**src/rtl/mem_arb_pkg.sv**
```systemverilog
// Shared types and defaults for the memory bus arbiter.
package mem_arb_pkg;

  localparam int STARVE_LIMIT_DEFAULT = 4;

  typedef enum logic [1:0] {
    ST_IDLE     = 2'd0,
    ST_ISSUE    = 2'd1,
    ST_WAIT_ACK = 2'd2,
    ST_RESP     = 2'd3
  } arb_state_e;

  typedef enum logic {
    OWN_INSTR = 1'b0,
    OWN_DATA  = 1'b1
  } owner_e;

  // Fields latched at grant and held for the life of the transaction.
  typedef struct packed {
    owner_e      owner;
    logic [31:0] addr;
    logic        we;
    logic [3:0]  be;
    logic [31:0] wdata;
  } txn_t;

endpackage

```
**src/rtl/mem_bus_arbiter_if.sv**
```systemverilog
// Requester and downstream memory signals of the arbiter.
// slave = arbiter side, master = requesters plus memory environment.
interface mem_bus_arbiter_if;
  logic        instruction_valid;
  logic [31:0] instruction_addr;
  logic        instruction_ready;
  logic        instruction_ack;
  logic [31:0] instruction_read;

  logic        data_read_valid;
  logic        data_write_valid;
  logic [31:0] data_addr;
  logic [31:0] data_write;
  logic [3:0]  data_write_byte;
  logic        data_ready;
  logic        data_ack;
  logic [31:0] data_read;

  logic        mem_valid;
  logic [31:0] mem_addr;
  logic        mem_we;
  logic [31:0] mem_wdata;
  logic [3:0]  mem_be;
  logic        mem_ready;
  logic        mem_ack;
  logic [31:0] mem_rdata;

  modport slave (
    input  instruction_valid, instruction_addr,
    output instruction_ready, instruction_ack, instruction_read,
    input  data_read_valid, data_write_valid, data_addr, data_write, data_write_byte,
    output data_ready, data_ack, data_read,
    output mem_valid, mem_addr, mem_we, mem_wdata, mem_be,
    input  mem_ready, mem_ack, mem_rdata
  );

  modport master (
    output instruction_valid, instruction_addr,
    input  instruction_ready, instruction_ack, instruction_read,
    output data_read_valid, data_write_valid, data_addr, data_write, data_write_byte,
    input  data_ready, data_ack, data_read,
    input  mem_valid, mem_addr, mem_we, mem_wdata, mem_be,
    output mem_ready, mem_ack, mem_rdata
  );
endinterface

```
**src/rtl/mem_arb_select.sv**
```systemverilog
// Grant selection: data wins unless the fetch side has been passed over
// STARVE_LIMIT times in a row while waiting.
module mem_arb_select
  import mem_arb_pkg::*;
#(
  parameter int STARVE_LIMIT = STARVE_LIMIT_DEFAULT
) (
  input  logic   clk,
  input  logic   reset_n,
  input  logic   instr_valid_i,
  input  logic   data_valid_i,
  input  logic   grant_en_i,
  output logic   grant_o,
  output owner_e owner_o
);

  localparam int CW = (STARVE_LIMIT < 1) ? 1 : $clog2(STARVE_LIMIT + 1);
  localparam logic [CW-1:0] LIMIT = CW'(STARVE_LIMIT);

  logic [CW-1:0] starve_q, starve_d;

  // Winner selection from the pending requests and the starvation count.
  always_comb begin
    grant_o = grant_en_i & (instr_valid_i | data_valid_i);
    if (data_valid_i && !(instr_valid_i && starve_q == LIMIT)) owner_o = OWN_DATA;
    else                                                      owner_o = OWN_INSTR;
  end

  // Count data grants made over a waiting fetch; saturate, clear on fetch grant.
  always_comb begin
    starve_d = starve_q;
    if (grant_o) begin
      if (owner_o == OWN_INSTR)                      starve_d = '0;
      else if (instr_valid_i && starve_q != LIMIT)   starve_d = starve_q + 1'b1;
    end
  end

  // Starvation counter register.
  always_ff @(posedge clk or negedge reset_n) begin
    if (!reset_n) starve_q <= '0;
    else          starve_q <= starve_d;
  end

endmodule

```
**src/rtl/mem_bus_arbiter.sv**
```systemverilog
// Two-requester (fetch / data) arbiter onto a single-outstanding memory port.
// A grant may be taken from IDLE or from the RESP cycle, so back-to-back
// traffic issues once every two cycles; with nothing pending RESP returns
// to IDLE.
module mem_bus_arbiter
  import mem_arb_pkg::*;
#(
  parameter int STARVE_LIMIT = STARVE_LIMIT_DEFAULT
) (
  input logic             clk,
  input logic             reset_n,
  mem_bus_arbiter_if.slave bus
);

  arb_state_e  state_q, state_d;
  txn_t        txn_q, txn_d;
  logic        iready_q, iready_d, dready_q, dready_d;
  logic [31:0] iread_q, iread_d, dread_q, dread_d;

  logic   grant_en, grant, capture, data_valid;
  owner_e owner;

  assign data_valid = bus.data_read_valid | bus.data_write_valid;
  assign grant_en   = (state_q == ST_IDLE) || (state_q == ST_RESP);

  mem_arb_select #(.STARVE_LIMIT(STARVE_LIMIT)) u_select (
    .clk           (clk),
    .reset_n       (reset_n),
    .instr_valid_i (bus.instruction_valid),
    .data_valid_i  (data_valid),
    .grant_en_i    (grant_en),
    .grant_o       (grant),
    .owner_o       (owner)
  );

  // FSM state register.
  always_ff @(posedge clk or negedge reset_n) begin
    if (!reset_n) state_q <= ST_IDLE;
    else          state_q <= state_d;
  end

  // FSM next state; mem_ack is only honoured while a request is outstanding.
  always_comb begin
    state_d = state_q;
    case (state_q)
      ST_IDLE, ST_RESP: state_d = grant ? ST_ISSUE : ST_IDLE;
      ST_ISSUE:         if (bus.mem_ready) state_d = bus.mem_ack ? ST_RESP : ST_WAIT_ACK;
      ST_WAIT_ACK:      if (bus.mem_ack)   state_d = ST_RESP;
      default:          state_d = ST_IDLE;
    endcase
  end

  assign capture = (state_q != ST_RESP) && (state_d == ST_RESP);

  // Datapath next values: latch the winner at grant, capture read data on completion.
  always_comb begin
    txn_d    = txn_q;
    iready_d = 1'b0;
    dready_d = 1'b0;
    iread_d  = iread_q;
    dread_d  = dread_q;
    if (grant) begin
      txn_d.owner = owner;
      if (owner == OWN_DATA) begin
        // Both valids set is a store; wdata is zeroed for reads.
        txn_d.addr  = bus.data_addr;
        txn_d.we    = bus.data_write_valid;
        txn_d.be    = bus.data_write_byte;
        txn_d.wdata = bus.data_write_valid ? bus.data_write : '0;
        dready_d    = 1'b1;
      end else begin
        txn_d.addr  = bus.instruction_addr;
        txn_d.we    = 1'b0;
        txn_d.be    = 4'hF;
        txn_d.wdata = '0;
        iready_d    = 1'b1;
      end
    end
    if (capture) begin
      if (txn_q.owner == OWN_INSTR) iread_d = bus.mem_rdata;
      else                          dread_d = txn_q.we ? '0 : bus.mem_rdata;
    end
  end

  // Datapath registers.
  always_ff @(posedge clk or negedge reset_n) begin
    if (!reset_n) begin
      txn_q    <= '0;
      iready_q <= 1'b0;
      dready_q <= 1'b0;
      iread_q  <= '0;
      dread_q  <= '0;
    end else begin
      txn_q    <= txn_d;
      iready_q <= iready_d;
      dready_q <= dready_d;
      iread_q  <= iread_d;
      dread_q  <= dread_d;
    end
  end

  // Outputs decoded from state and held registers.
  always_comb begin
    bus.instruction_ready = iready_q;
    bus.data_ready        = dready_q;
    bus.instruction_ack   = (state_q == ST_RESP) && (txn_q.owner == OWN_INSTR);
    bus.data_ack          = (state_q == ST_RESP) && (txn_q.owner == OWN_DATA);
    bus.instruction_read  = iread_q;
    bus.data_read         = dread_q;
    bus.mem_valid         = (state_q == ST_ISSUE);
    bus.mem_addr          = txn_q.addr;
    bus.mem_we            = txn_q.we;
    bus.mem_wdata         = txn_q.wdata;
    bus.mem_be            = txn_q.be;
  end

endmodule

```
**src/flat_wrapper.sv**
```systemverilog
// flat-port wrapper written by rule: the top's interface ports become plain ports
module mem_bus_arbiter_flat import mem_arb_pkg::*;
#(
  parameter int STARVE_LIMIT = STARVE_LIMIT_DEFAULT
)
  (clk, reset_n, bus_instruction_valid, bus_instruction_addr, bus_instruction_ready, bus_instruction_ack, bus_instruction_read, bus_data_read_valid, bus_data_write_valid, bus_data_addr, bus_data_write, bus_data_write_byte, bus_data_ready, bus_data_ack, bus_data_read, bus_mem_valid, bus_mem_addr, bus_mem_we, bus_mem_wdata, bus_mem_be, bus_mem_ready, bus_mem_ack, bus_mem_rdata);
  mem_bus_arbiter_if bus_i ();
  input logic clk;
  input logic reset_n;
  input wire logic [$bits(bus_i.instruction_valid)-1:0] bus_instruction_valid;
  input wire logic [$bits(bus_i.instruction_addr)-1:0] bus_instruction_addr;
  output wire logic [$bits(bus_i.instruction_ready)-1:0] bus_instruction_ready;
  output wire logic [$bits(bus_i.instruction_ack)-1:0] bus_instruction_ack;
  output wire logic [$bits(bus_i.instruction_read)-1:0] bus_instruction_read;
  input wire logic [$bits(bus_i.data_read_valid)-1:0] bus_data_read_valid;
  input wire logic [$bits(bus_i.data_write_valid)-1:0] bus_data_write_valid;
  input wire logic [$bits(bus_i.data_addr)-1:0] bus_data_addr;
  input wire logic [$bits(bus_i.data_write)-1:0] bus_data_write;
  input wire logic [$bits(bus_i.data_write_byte)-1:0] bus_data_write_byte;
  output wire logic [$bits(bus_i.data_ready)-1:0] bus_data_ready;
  output wire logic [$bits(bus_i.data_ack)-1:0] bus_data_ack;
  output wire logic [$bits(bus_i.data_read)-1:0] bus_data_read;
  output wire logic [$bits(bus_i.mem_valid)-1:0] bus_mem_valid;
  output wire logic [$bits(bus_i.mem_addr)-1:0] bus_mem_addr;
  output wire logic [$bits(bus_i.mem_we)-1:0] bus_mem_we;
  output wire logic [$bits(bus_i.mem_wdata)-1:0] bus_mem_wdata;
  output wire logic [$bits(bus_i.mem_be)-1:0] bus_mem_be;
  input wire logic [$bits(bus_i.mem_ready)-1:0] bus_mem_ready;
  input wire logic [$bits(bus_i.mem_ack)-1:0] bus_mem_ack;
  input wire logic [$bits(bus_i.mem_rdata)-1:0] bus_mem_rdata;
  assign bus_i.instruction_valid = bus_instruction_valid;
  assign bus_i.instruction_addr = bus_instruction_addr;
  assign bus_instruction_ready = bus_i.instruction_ready;
  assign bus_instruction_ack = bus_i.instruction_ack;
  assign bus_instruction_read = bus_i.instruction_read;
  assign bus_i.data_read_valid = bus_data_read_valid;
  assign bus_i.data_write_valid = bus_data_write_valid;
  assign bus_i.data_addr = bus_data_addr;
  assign bus_i.data_write = bus_data_write;
  assign bus_i.data_write_byte = bus_data_write_byte;
  assign bus_data_ready = bus_i.data_ready;
  assign bus_data_ack = bus_i.data_ack;
  assign bus_data_read = bus_i.data_read;
  assign bus_mem_valid = bus_i.mem_valid;
  assign bus_mem_addr = bus_i.mem_addr;
  assign bus_mem_we = bus_i.mem_we;
  assign bus_mem_wdata = bus_i.mem_wdata;
  assign bus_mem_be = bus_i.mem_be;
  assign bus_i.mem_ready = bus_mem_ready;
  assign bus_i.mem_ack = bus_mem_ack;
  assign bus_i.mem_rdata = bus_mem_rdata;
  mem_bus_arbiter #(.STARVE_LIMIT(STARVE_LIMIT)) u_core (.clk(clk), .reset_n(reset_n), .bus(bus_i));
endmodule
```
**config.mk**
```make
export PLATFORM = sky130hd
export DESIGN_NAME = mem_bus_arbiter_flat
export DESIGN_NICKNAME = d
export VERILOG_FILES = /design/src/rtl/mem_arb_pkg.sv /design/src/rtl/mem_bus_arbiter_if.sv /design/src/rtl/mem_arb_select.sv /design/src/rtl/mem_bus_arbiter.sv /design/src/flat_wrapper.sv
export SDC_FILE = /design/constraint.sdc
export NUM_CORES = 1
export LEC_CHECK = 0
export CAP_MARGIN = 20
export CORE_ASPECT_RATIO = 0.75
export CORE_MARGIN = 2
export CORE_UTILIZATION = 35
export CTS_CLUSTER_DIAMETER = 30
export DETAILED_ROUTE_END_ITERATION = 8
export PLACE_DENSITY = 0.69
export SETUP_SLACK_MARGIN = 0.3
export SLEW_MARGIN = 5
export SYNTH_ARGS = -nofsm -noshare
export SYNTH_HDL_FRONTEND = slang
export SYNTH_SLANG_ARGS = --single-unit
```
**constraint.sdc**
```tcl
create_clock -name clk -period 7.2 [get_ports clk]
set_input_delay 0.72 -clock clk [delete_from_list [all_inputs] [get_ports clk]]
set_output_delay 0.72 -clock clk [all_outputs]
set_load 0.01 [all_outputs]
```
=== After elaboration in Yosys (flattened, before gate mapping) ===
Cells that the tools add are included.

* Register bits after elaboration: 141
* Output and inout bits: 138
* Logic and storage cells: 52

* $add $sub $neg: 1
* Eq/ne operators: 8
* Multiplexer cells: 15
* Bitwise gates (word level): 4
* Reduce and logical (&&, ||, !) cells: 13

{| class="wikitable"
|+ Operators with widths
! cell !! number
|-
| 2-to-1 mux 69 bit || 1
|-
| 2-to-1 mux 32 bit || 2
|-
| 2-to-1 mux 1 bit || 7
|-
| equality test 2 bit, second input constant || 3
|-
| logical AND 1 bit || 6
|-
| 2-to-1 mux 3 bit || 2
|-
| one-hot mux 2 bit (3 select lines) || 1
|-
| AND reduction 2 bit || 3
|-
| 2-to-1 mux 2 bit || 2
|-
| != test 2 bit, second input constant || 2
|-
| adder 3 x 1 -> 3 bit, second input constant || 1
|-
| equality test 3 bit, second input constant || 1
|-
| != test 3 bit, second input constant || 1
|-
| equality test 2 x 1 -> 1 bit, second input constant || 1
|-
| logical NOT 2 bit || 1
|-
| OR 1 bit || 2
|-
| OR reduction 2 bit || 1
|-
| bitwise AND 1 bit || 1
|-
| logical NOT 1 bit || 1
|-
| logical OR 1 bit || 1
|-
| NOT 1 bit || 1
|}

=== Logic depth before layout (Yosys ltp) ===
Gate-level depths: netlist of run 1.

* Depth after elaboration: 8
* Depth in mapped cells: 8

=== By module ===
Synthesis of run 1 repeated with hierarchy kept, for this count alone.

* Cells, all modules: 522
* Area, all modules: 6600.1 sq um

{| class="wikitable"
|+ By module, submodules not included
! module !! times used !! cells an instance !! area an instance (sq um) !! seq. area each (sq um)
|-
| mem_bus_arbiter || 1 || 501 || 6386.1 || 3453.3
|-
| mem_arb_select || 1 || 21 || 214.0 || 75.1
|}

=== Worst setup path before layout of run 1 ===
No wires, ideal clock.

* Path type: register to register
* Start: register u_core.state_q[0]
* End: register u_core.dread_q[10], in the netlist u_core.bus.data_read[10]
* Library setup time: 0.125 ns
* Data arrival time: 2.130 ns
* Slack: 4.945 ns
* Cell stages (with the launch flop): 7
* Buffers on the path: 1
* Period minus slack after synthesis: 2.255 ns
* Cell sequence: dfrtp_1 -> inv_1 -> ha_1 -> or3_4 -> nor4b_4 -> buf_6 -> mux2_2

* Word-level cells in the longest chain between the ends: 8
* Elaborated cells between the ends (all ways): 15

{| class="wikitable"
|+ Ends and longest elaborated chain
! what !! RTL line !! text
|-
| start: declaration || mem_bus_arbiter.sv:15 || <nowiki>arb_state_e state_q, state_d;</nowiki>
|-
| start signal: assignment || mem_bus_arbiter.sv:39 || <nowiki>else state_q <= state_d;</nowiki>
|-
| equality test 2 bit or logical NOT 2 bit (tied branches) || mem_bus_arbiter.sv:24, mem_bus_arbiter.sv:45 ||
|-
| logical OR 1 bit || mem_bus_arbiter.sv:24 || <nowiki>assign grant_en = (state_q == ST_IDLE) || (state_q == ST_RESP);</nowiki>
|-
| bitwise AND 1 bit || mem_arb_select.sv:24 || <nowiki>grant_o = grant_en_i & (instr_valid_i | data_valid_i);</nowiki>
|-
| 2-to-1 mux 1 bit || mem_bus_arbiter.sv:46 || <nowiki>ST_IDLE, ST_RESP: state_d = grant ? ST_ISSUE : ST_IDLE;</nowiki>
|-
| one-hot mux 2 bit (3 select lines) || mem_bus_arbiter.sv:45 || <nowiki>case (state_q)</nowiki>
|-
| equality test 2 bit || mem_bus_arbiter.sv:53 || <nowiki>assign capture = (state_q != ST_RESP) && (state_d == ST_RESP);</nowiki>
|-
| logical AND 1 bit * || mem_bus_arbiter.sv:53 ||
|-
| AND reduction 2 bit (no line) * || -- ||
|-
| end signal: assignment || mem_bus_arbiter.sv:98 || <nowiki>dread_q <= dread_d;</nowiki>
|-
| end: declaration || mem_bus_arbiter.sv:18 || <nowiki>logic [31:0] iread_q, iread_d, dread_q, dread_d;</nowiki>
|}

Mark *: on every way between the ends. The rest lies on a longest branch, timed or not.
A chain may end at the register's enable or synchronous reset.

=== Worst setup path in the final report of run 1 ===
* Start: input bus_instruction_valid
* End: register u_core.txn_q, in the netlist u_core.bus.mem_addr[10]

* Word-level cells in the longest chain between the ends: 5
* Elaborated cells between the ends (all ways): 7

{| class="wikitable"
|+ Ends and longest elaborated chain
! what !! RTL line !! text
|-
| start: declaration || flat_wrapper.sv:10 || <nowiki>input wire logic [$bits(bus_i.instruction_valid)-1:0] bus_instruction_valid;</nowiki>
|-
| logical AND 1 bit || mem_arb_select.sv:25 || <nowiki>if (data_valid_i && !(instr_valid_i && starve_q == LIMIT)) owner_o = OWN_DATA;</nowiki>
|-
| logical NOT 1 bit || mem_arb_select.sv:25 ||
|-
| logical AND 1 bit || mem_arb_select.sv:25 ||
|-
| 2-to-1 mux 1 bit || mem_arb_select.sv:25 ||
|-
| 2-to-1 mux 69 bit || mem_bus_arbiter.sv:64 || <nowiki>if (owner == OWN_DATA) begin</nowiki>
|-
| end signal: assignment || mem_bus_arbiter.sv:94 || <nowiki>txn_q <= txn_d;</nowiki>
|-
| end: declaration || mem_bus_arbiter.sv:16 || <nowiki>txn_t txn_q, txn_d;</nowiki>
|}

Parallel ways exist; a longest one is shown, timed or not.

==> results.md, run 1 <==
- FF-to-FF setup slack: ~4.3 ns
- Comb pwr share: between 40% and 50%
- Worst Setup SP: bus_instruction_valid
- Area Growth Syn to Fin: 50.4%
- Leak: 0.00409 uW
- Worst-Margin Slew: 0.974 ns
- Wire length of the first global-routing pass: around 25000 um
- Post-synth top cells: dfrtp_1, buf_4, mux2_2, inv_1, nor2b_1
- CP max-delay cell: clkinv_1
- CTS tree: built
- Pre-CTS setup slack: 3.69 ns
- Reg power frac: 33.0%
- Power density over cell area: approximately 440 mW/mm2
- Setup TNS: 0 ns
- Post-CTS Hold Buffers: 0
- Worst-path cell chain: clkdlybuf4s50_1 > nand3_1 > nand3_1 > clkinv_1 > a222oi_1 > inv_1
- Synth top area share: between 50% and 60%
- Final wirelength: 16100 um
- Layout cells sized above 1: about 16%
- Top FF cell, synth: dfrtp_1
- IO Count: 277
- Num rows: 42
- Run status: finished, final reports clean
- DRC: 0
- Worst path max stage delay: 0.85 ns
- WS Path Type: input port to flip-flop
- Clk pin slew, worst setup/hold paths: ~0.06 ns
- Synth area leaders: dfrtp_1, mux2_2, buf_4, a222oi_1, a22o_1
- Antenna Nets Post-Route: 0
- Largest net degree at the start of global routing: 81
- Number of synthesized flops with an enable pin: 0
- Initial antenna violation count: 0
- Reg2Reg Launch Point: u_core.state_q[0]
- CP Max Fanout: 35
- Synth cell types: 32
- Setup crit end: u_core.bus.mem_addr[10]
- Setup Skew: 0.0161 ns
- Post-detail-place hpwl: 11700 um
- Internal power: 2700 uW
- Via count: 4482
- Worst setup margin: 4.14 ns
- NetSw: 1360 uW
- Num CTS Buffers: 17
- Clock buffer depth: 2
- # placed instances: 904
- Crit-path leading delay family: buffers and inverters
- Synthesized flop and latch total: approximately 140
- Crit end category: flip-flop
- Die area: 0.0187 mm2
- Vias per std cell: 4.79
- Die Height: 119 um
- Final Hold Fails: 0
- Max Freq: between 300 and 400 MHz
- Startpoint types: input port
- Mapped Cells: roughly 470
- Syn Nets: 618
- Final critical-path share of the clock period: 42.5%
- Sw frac: 33.5%
- Yosys top cell by area: dfrtp_1
- Post-synthesis instance area: 0.00617 mm2
- Slew HR: 34.7%
- Port buffer count: 276
- Antenna diodes: 0
- Ys Warns: 0
- Die Wd: 157 um
- CTS H-tree lvls: 4
- Core Region: about 0.017 mm2
- Number of global-route vias before repair: 4775
- Post-CTS setup buffer count: 0
- Final #Nets: 827
- Critical path depth in cells: 6
- Starting Density: 35.4%
- Syn_area_per_cell: 13.1 um2
- Clock sink count: 141
- Reg-to-reg endpoint: u_core.bus.mem_addr[10]
- Remaining Overflow, GRT: 0
- Clk root buf: clkbuf_16
- Worst endpoint required time: 7.48 ns
- CTS resizes: 0
- Gr usage total: 17.1%
- Pre-antenna DRT Iters: 6
- Most common cell in the netlist: dfrtp_1
- Final min period: 3.06 ns
- Placer congestion estimate: 0.748
- Crit path buffers/inverters: 3
- Worst skew pair latency: about 0.41 ns
- Drt initial violations: 440
- CP most frequent cell: nand3_1
- Worst R2R Path Depth: 6
- Setup violators final: 0
- RSZ-0062 raised after global routing: no
- Hold Crit Class: input port to async pin
- WP data arrival: 3.34 ns
- Clk pwr share: ~22%
- Seq/Total Area, Yosys: 57.2%
- Maximum VDD drop: 0.164 mV
- Max-cap violations: 0
- FFs w/ async S/R, synth: between 90% and 100%
- Slew Limit Fails: 0
- Routed len/inst: between 15 and 20 um
- Tot Pwr: 4060 uW
- Post-Layout Cell Count: between 900 and 1k
## stage by stage
step / utilization (%) / hold WS (ns) / cell area (um2)
global route: 53.2 / 0.316 / 9290
finish: 53.2 / 0.300 / 9290
floorplan: - / 0.424 / 6170
detailed placement: 49.7 / 0.483 / 8660
CTS: 53.1 / 0.300 / 9260
global placement: 49.5 / 0.475 / 8630
## cells by family after synthesis
family                     share of synthesized area [%]
and+or+nand+nor                                     5.37
AOI/OAI and AO/OA                                   11.3
adders and majority gates                           1.22
muxes                                               11.9
buffers and inverters                               13.0
xor gates and xnor gates                           0.142
DFF                                                 57.2
## layout make-up
class,count,area [um2]
Clock buffer,18,429
Clock inverter,13,165
Inverter,38,143
Multi-Input combinational cell,200,1860
Fill cell,1484,8160
Tap cell,242,303
Sequential cell,141,3530
Timing Repair Buffer,284,2860
## sequential cells by signal, indices dropped and copies added (netlist names)
name and cells:
u_core.u_select.starve_q 3, u_core.bus.data_ready 1, u_core.txn_q 1, u_core.bus.mem_we 1, u_core.state_q 2, u_core.bus.mem_wdata 32
u_core.bus.mem_be 4, u_core.bus.instruction_read 32, u_core.bus.instruction_ready 1, u_core.bus.data_read 32, u_core.bus.mem_addr 32
## cell usage in the layout (no fill, tap or decap), types with 2 or more instances in the layout
cell / count
a21oi_2: 2
mux2_1: 2
clkdlybuf4s50_1: 275
nor2b_1: 33
nand2_1: 6
a22o_1: 32
buf_8: 2
o22a_1: 4
o21ai_0: 2
clkinv_2: 2
nor2_1: 2
buf_4: 5
inv_1: 37
ha_1: 6
dfrtp_1: 141
a222oi_1: 32
inv_6: 3
nand3_1: 3
clkinvlp_4: 4
bufinv_16: 3
o21a_1: 2
clkbuf_16: 17
mux2_2: 63
## power groups by stage
stage / Clock, uW / Combinational, uW / Sequential, uW
2_1_floorplan: 0 / 1100 / 1360
3_3_place_gp: 0 / 1760 / 1350
3_5_place_dp: 0 / 1850 / 1350
4_1_cts: 909 / 1850 / 1340
5_1_grt: 951 / 1980 / 1380
6_report: 882 / 1830 / 1340
## worst min path at each step
stage / from / end / slack, ns / cells after the start
after floorplan: reset_n / u_core.bus.data_read[0] / 0.42 / 0
after global placement: u_core.bus.instruction_read[29] / u_core.bus.instruction_read[29] / 0.47 / 1
after detailed placement: u_core.bus.instruction_read[30] / u_core.bus.instruction_read[30] / 0.48 / 1
after CTS: reset_n / u_core.bus.instruction_read[15] / 0.30 / 1
after global routing: reset_n / u_core.bus.instruction_read[23] / 0.32 / 1
final: reset_n / u_core.bus.instruction_read[15] / 0.30 / 1
## metal layers
metal | GRT usage [%] | vias to the layer above | wire (um)
met5 | 0 | - | 0
met4 | 6.59 | 0 | 288
met3 | 5.31 | 21 | 1170
met2 | 27.3 | 184 | 7800
met1 | 21.7 | 2247 | 6880
li1 | - | 2030 | -
## worst register-to-register path, delay by kind of cell, from the launching register on
family	cells	cell delay, ns
buffers and inverters	3	1.01
adders and majority gates	1	0.43
and+or+nand+nor	1	0.30
DFF	1	0.42
AOI/OAI and AO/OA	1	0.64
Note: power is estimated with default switching activity, not from simulation.
==> inputs of run 2 (changes only) <==
==> constraint.sdc (replaced) <==
create_clock -name clk -period 3 [get_ports clk]
set_input_delay 0.3 -clock clk [delete_from_list [all_inputs] [get_ports clk]]
set_output_delay 0.3 -clock clk [all_outputs]
set_load 0.01 [all_outputs]
==> run 2 against run 1 <==
Power grew 140%. Non-clock buffer count grew 4. Clock-buffer cell count grew 2. Largest power group unchanged. Sequential power grew 140%. Sequential share of layout area shrank 0.17 points. Final cell count grew 0.53%.
==> results.md, run 2 (synthesis gave the netlist of run 1 again) <==
- WP data arrival: 2.76 ns
- Drt initial violations: 254
- Num CTS Buffers: 17
- Layout cells sized above 1: between 10% and 20%
- Routed len/inst: 17.1 um
- Leak: 0.00413 uW
- Post-CTS setup buffer count: 0
- Final #Nets: just over 800
- Reg2Reg Launch Point: u_core.state_q[0]
- Final wirelength: 16100 um
- IO Count: 277
- Worst hold margin: approximately 0.43 ns
- Clk pin slew, worst setup/hold paths: 0.06 ns
- Design Area, Final: a little over 0.009 mm2
- Most common cell after layout, fill and taps aside: clkdlybuf4s50_1
- CP Max Fanout: 32
- Hold Crit Class: input port to async pin
- Vias per std cell: 4.79
- Core Region: 0.0174 mm2
- Port buffer count: between 200 and 300
- Max-cap violations: 0
- CTS H-tree lvls: 4
- Most frequent cells in the layout: clkdlybuf4s50_1, dfrtp_1, mux2_2
- Clock sink count: 141
- Clk root buf: clkbuf_16
- Worst R2R Path Depth: 6
- Number of global-route vias before repair: 4756
- Placer congestion estimate: 0.772
- FF-to-FF setup slack: 0.53 ns
- Crit end category: flip-flop
- Die area: between 0.015 and 0.02 mm2
- Power density over cell area: 1050 mW/mm2
- Wire length of the first global-routing pass: 25400 um
- Antenna Nets Post-Route: 0
- Via count: 4508
- Die Height: 119 um
- Slew Limit Fails: 0
- Clock buffer depth: 2
- Final critical-path share of the clock period: between 80% and 90%
- Die Wd: 157 um
- Startpoint types: flip-flop
- Slew HR: 55.8%
- Largest net degree at the start of global routing: 63
- Worst-Margin Slew: 0.662 ns
- Final Hold Fails: 0
- Maximum VDD drop: 0.421 mV
- Final min period: 2.47 ns
- Starting Density: 35.4%
- Gr usage total: between 10% and 20%
- Layout filler cell count: 1494
- WS Path Type: flip-flop to flip-flop
- Pre-antenna DRT Iters: 8
- Placed Area: 0.00870 mm2
- Worst skew pair latency: 0.41 ns
- Max Freq: 405 MHz
- Setup TNS: 0 ns
- Antenna diodes: 0
- CTS tree: built
- Post-CTS Hold Buffers: 1
- RSZ-0062 raised after global routing: no
- Num rows: 42
- Worst endpoint required time: 3.29 ns
- Setup Skew: approximately 0.008 ns
- Reg-to-reg endpoint: u_core.bus.instruction_read[23]
- Setup violators final: 0
- DRC: 0
- Area Growth Syn to Fin: 51.1%
- Tot Pwr: 9820 uW
- Remaining Overflow, GRT: 0
- CTS resizes: 0
- Post-detail-place hpwl: roughly 12000 um
- Initial antenna violation count: 0
- Run status: finished, final reports clean
## run 2: cell count changes in the layout (fill, tap and decap cells not counted), sizes merged
cell         change
clkinv           +4
clkinvlp         -4
buf              +3
clkbuf           +2
dlygate4sd3      +1
inv              -1
## run 2: worst max-delay path by stage
stage	from	endpoint	slack, ns
after global placement	bus_mem_ready	u_core.bus.instruction_read[27]	0.59
after floorplan	u_core.state_q[0]	u_core.bus.data_read[10]	0.75
after detailed placement	bus_mem_ready	u_core.bus.instruction_read[23]	0.51
after global routing	u_core.state_q[0]	u_core.bus.instruction_read[19]	0.40
final	u_core.state_q[0]	u_core.bus.instruction_read[23]	0.53
after CTS	u_core.state_q[0]	u_core.bus.instruction_read[23]	0.53
## run 2: layout make-up
| class | instances | area [um2] | area share, % |
|---|---|---|---|
| Sequential cell | 141 | 3530 | 37.8 |
| Timing Repair Buffer | 288 | 2880 | 30.8 |
| Multi-Input combinational cell | 200 | 1860 | 19.9 |
| Clock buffer | 20 | 457 | 4.90 |
| Tap cell | 242 | 303 | 3.25 |
| Clock inverter | 12 | 161 | 1.73 |
| Inverter | 38 | 143 | 1.53 |
## run 2: layer usage
layer	global-route usage (%)	share of wire, %
met3	5.42	6.8
met5	0	0
met2	27.1	47
met4	5.74	1.6
met1	23.2	44
## run 2: stage by stage
stage / setup WS [ns] / cells / util [%]
final: 0.534 / 941 / 53.5
after global placement: 0.591 / 907 / 49.8
after CTS: 0.528 / 941 / 53.5
after global routing: 0.405 / 941 / 53.5
after detailed placement: 0.508 / 908 / 49.9
after floorplan: 0.745 / 473 / -
## run 2: power by group
group	leakage [uW]	switching (uW)	internal, uW
clock	0.000305	810	1360
combinational	0.00203	1980	2480
sequential	0.00179	469	2720
## run 2: worst max-delay path: stages, from the launching register on
cell	delay [ns]
dfrtp_1	0.42
inv_1	0.09
ha_1	0.32
or3_4	0.43
nor4_4	0.22
buf_4	0.46
mux2_2	0.40
==> patch, RTL diff (config.mk and constraints of run 2) <==
The 4 states of `arb_state_e` get a Gray code encoding in 2 bits.
--- a/src/rtl/mem_arb_pkg.sv
+++ b/src/rtl/mem_arb_pkg.sv
@@ -5,8 +5,8 @@
 
   typedef enum logic [1:0] {
-    ST_IDLE     = 2'd0,
-    ST_ISSUE    = 2'd1,
-    ST_WAIT_ACK = 2'd2,
-    ST_RESP     = 2'd3
+    ST_IDLE     = 2'b00,
+    ST_ISSUE    = 2'b01,
+    ST_WAIT_ACK = 2'b11,
+    ST_RESP     = 2'b10
   } arb_state_e;
 
Check against the original RTL: same outputs for any inputs over 4 cycles, from zero or initial values and one cycle with reset_n low; so few cycles prove little.
==> patch against run 2 <==
Global-route usage rose by 0.81 points; cell area shrank 1.5%; power decreased by 16%; sequential cell count stayed put; setup slack gained 260 ps; area after synthesis fell by 0.99%; maximum frequency is 12% higher; routed wire length is 3.5% higher; critical path type is now flop to primary output; largest cell class unchanged; highest routed layer unchanged.
==> patch: results (changes against run 2) <==
[status] run status finished clean
[power_and_ir_drop] leak pwr 3.980 nW [-3.5%]
[sta] Layout Skew 8.550 ps [+0.5460 ps]
[clock_network] Setup Fix Bufs, Post-CTS 0 [unchanged]
[place] input/output buffers 276 [unchanged]
[critical_path] Max Fanout on Critical Path 10 [-69%]
[synthesis] net count after synthesis 645 [+4.4%]
[clock_network] Gates resized, CTS repair 0 [unchanged]
[critical_path] Worst Path Arrival 1900 ps [-860 ps]
[grt] maximum number of pins on one net before global-route repair 83 [+32%]
[hold_path] Tightest Hold Check Type input port to flop
[clock_network] largest buffer count on any clock path 2 [unchanged]
[place] post-placement cell count 923 [+1.7%]
[grt] overall global routing resource usage 18.24% [+0.81 points]
[clock_network] root buffer cell clkbuf_16
[power_and_ir_drop] peak ir drop on the vdd network 0.4042 mV [-4.0%]
[synthesis] FFs w/ async S/R, synth 100.0% [unchanged]
[synthesis] number of synthesis warnings 0 [unchanged]
[synthesis] number of unique standard cell types used by synthesis 34 [+6.3%]
[clock_network] clock edge transition at the registers on the reported setup and hold paths 60 ps [about the same]
[synthesis] syn avg cell area 12.13 um^2 [-7.1%]
[synthesis] dominant cells by area after synthesis dfrtp_1, buf_4, mux2_2
[clock_network] number of buffers created by CTS 17 [unchanged]
[sta] slew at the pin closest to its max-slew limit 766.4 ps [+103.9 ps]
[grt] initial antenna violation count 0 [unchanged]
[routing] number of vias in the routed layout 4611 [+2.3%]
[clock_network] total number of H-tree levels 4 [unchanged]
[synthesis] portion of the post-synthesis area used by sequential elements 57.73% [+0.57 points]
[place] post-placement setup slack 845.7 ps [+337.2 ps]
[place] weighted congestion reported at the end of routability-driven placement 0.7875 [+2.0%]
[routing] Wirelength per Cell 17.45 um [+1.9%]
[finish] share of layout cells above drive strength 1 11.25% [-4.9 points]
[routing] length of the first detailed-routing pass in iterations 4 [-4]
[place] half-perimeter wire length of the detailed placement result 12.11 mm [+3.6%]
[grt] global-route wire length before repair 26.43 mm [+4.0%]
[clock_network] clock latency of the later-clocked register in the worst-skew pair 410 ps [about the same]
[synthesis] top cells by count, synth dfrtp_1, buf_4, and3_1
[finish] Final Non-Filler Cells 956 [+1.6%]
[routing] number of DRC violations after detailed-routing iteration 0 236 [-7.1%]
[finish] final net count 848 [+2.0%]
[finish] diode insertion count for antenna repair 0 [unchanged]
[grt] number of global-route vias before repair 4848 [+1.9%]
[place] area after detailed placement 8610 um^2 [-1.0%]
## patch: cell count changes in the layout (fill, tap and decap cells not counted), moves of 5 or more
cell | run 2 | this run
inv_1 | 37 | 3
nor2_1 | 2 | 7
mux2_2 | 63 | 32
nand2b_1 | 0 | 32
a222oi_1 | 32 | 0
nand2_1 | 6 | 33
nor2b_1 | 33 | 0
a221o_1 | 0 | 32
o21ai_0 | 2 | 29
and3_1 | 1 | 34
## patch: cell type report
class | instances | area [um^2]
fill | 1457 | 7796
clock inverter | 15 | 138.9
multi-input combinational | 258 | 1917
timing repair buffer | 285 | 2859
sequential | 141 | 3528
tap | 236 | 295.3
inverter | 4 | 20.02
clock buffer | 17 | 425.4
## patch: layer usage
| layer | routed length [um] | track usage, % | up-vias |
|---|---|---|---|
| met4 | 265 | 6.479 | 0 |
| met5 | 0 | 0 | - |
| met1 | 6917 | 22.30 | 2275 |
| li1 | - | - | 2132 |
| met2 | 8293 | 30.92 | 187 |
| met3 | 1203 | 4.950 | 17 |
## patch: per-stage QoR
stage               hold WS (ps)  util, %
floorplan                  4.409        -
global placement           397.9    50.70
detailed placement         409.3    50.70
CTS                        452.5    54.09
global route               478.9    54.09
finish                     468.7    54.09
## patch: final timing paths
path | start | to | slack (ps) | depth (start not counted)
max in group asynchronous | reset_n | u_core.bus.data_read[20] | 1670 | 3
min in group asynchronous | reset_n | u_core.bus.data_read[26] | 500 | 2
max reg2reg | u_core.state_q[0] | u_core.bus.instruction_read[9] | 1030 | 4
min | bus_mem_rdata[23] | u_core.bus.data_read[23] | 470 | 3
min reg2reg | u_core.bus.data_read[10] | u_core.bus.data_read[10] | 480 | 2
max | u_core.state_q[0] | bus_mem_valid | 800 | 3
## patch: cells by family (layout without fill, tap and decap cells)
family	Yosys count	in the layout	share of synthesized area (%)
AO/OA/AOI/OAI	108	108	14.15
AND/OR/NAND/NOR	115	115	10.22
buffers and inverters	105	321	11.46
multiplexers	32	32	5.896
flip-flops	141	141	57.73
adder cells (fa/ha/maj)	2	2	0.4094
XOR/XNOR	1	1	0.1433
## patch: timing repair
item,CTS,global route
hold buffers,1,0
endpoints found under the hold margin,81,0
endpoints found under the setup margin,0,0
## patch: power breakdown
part           internal [W]  switching (W)  total (W)
logic               0.00193        0.00127    0.00319
registers           0.00264       0.000457    0.00310
clock network       0.00115       0.000845    0.00200
total               0.00571        0.00257    0.00828
## patch: worst max-delay path: stages, from the launching register on
cell,delay [ps]
dfrtp_1,650
inv_1,160
nor2_1,130
clkdlybuf4s50_1,540
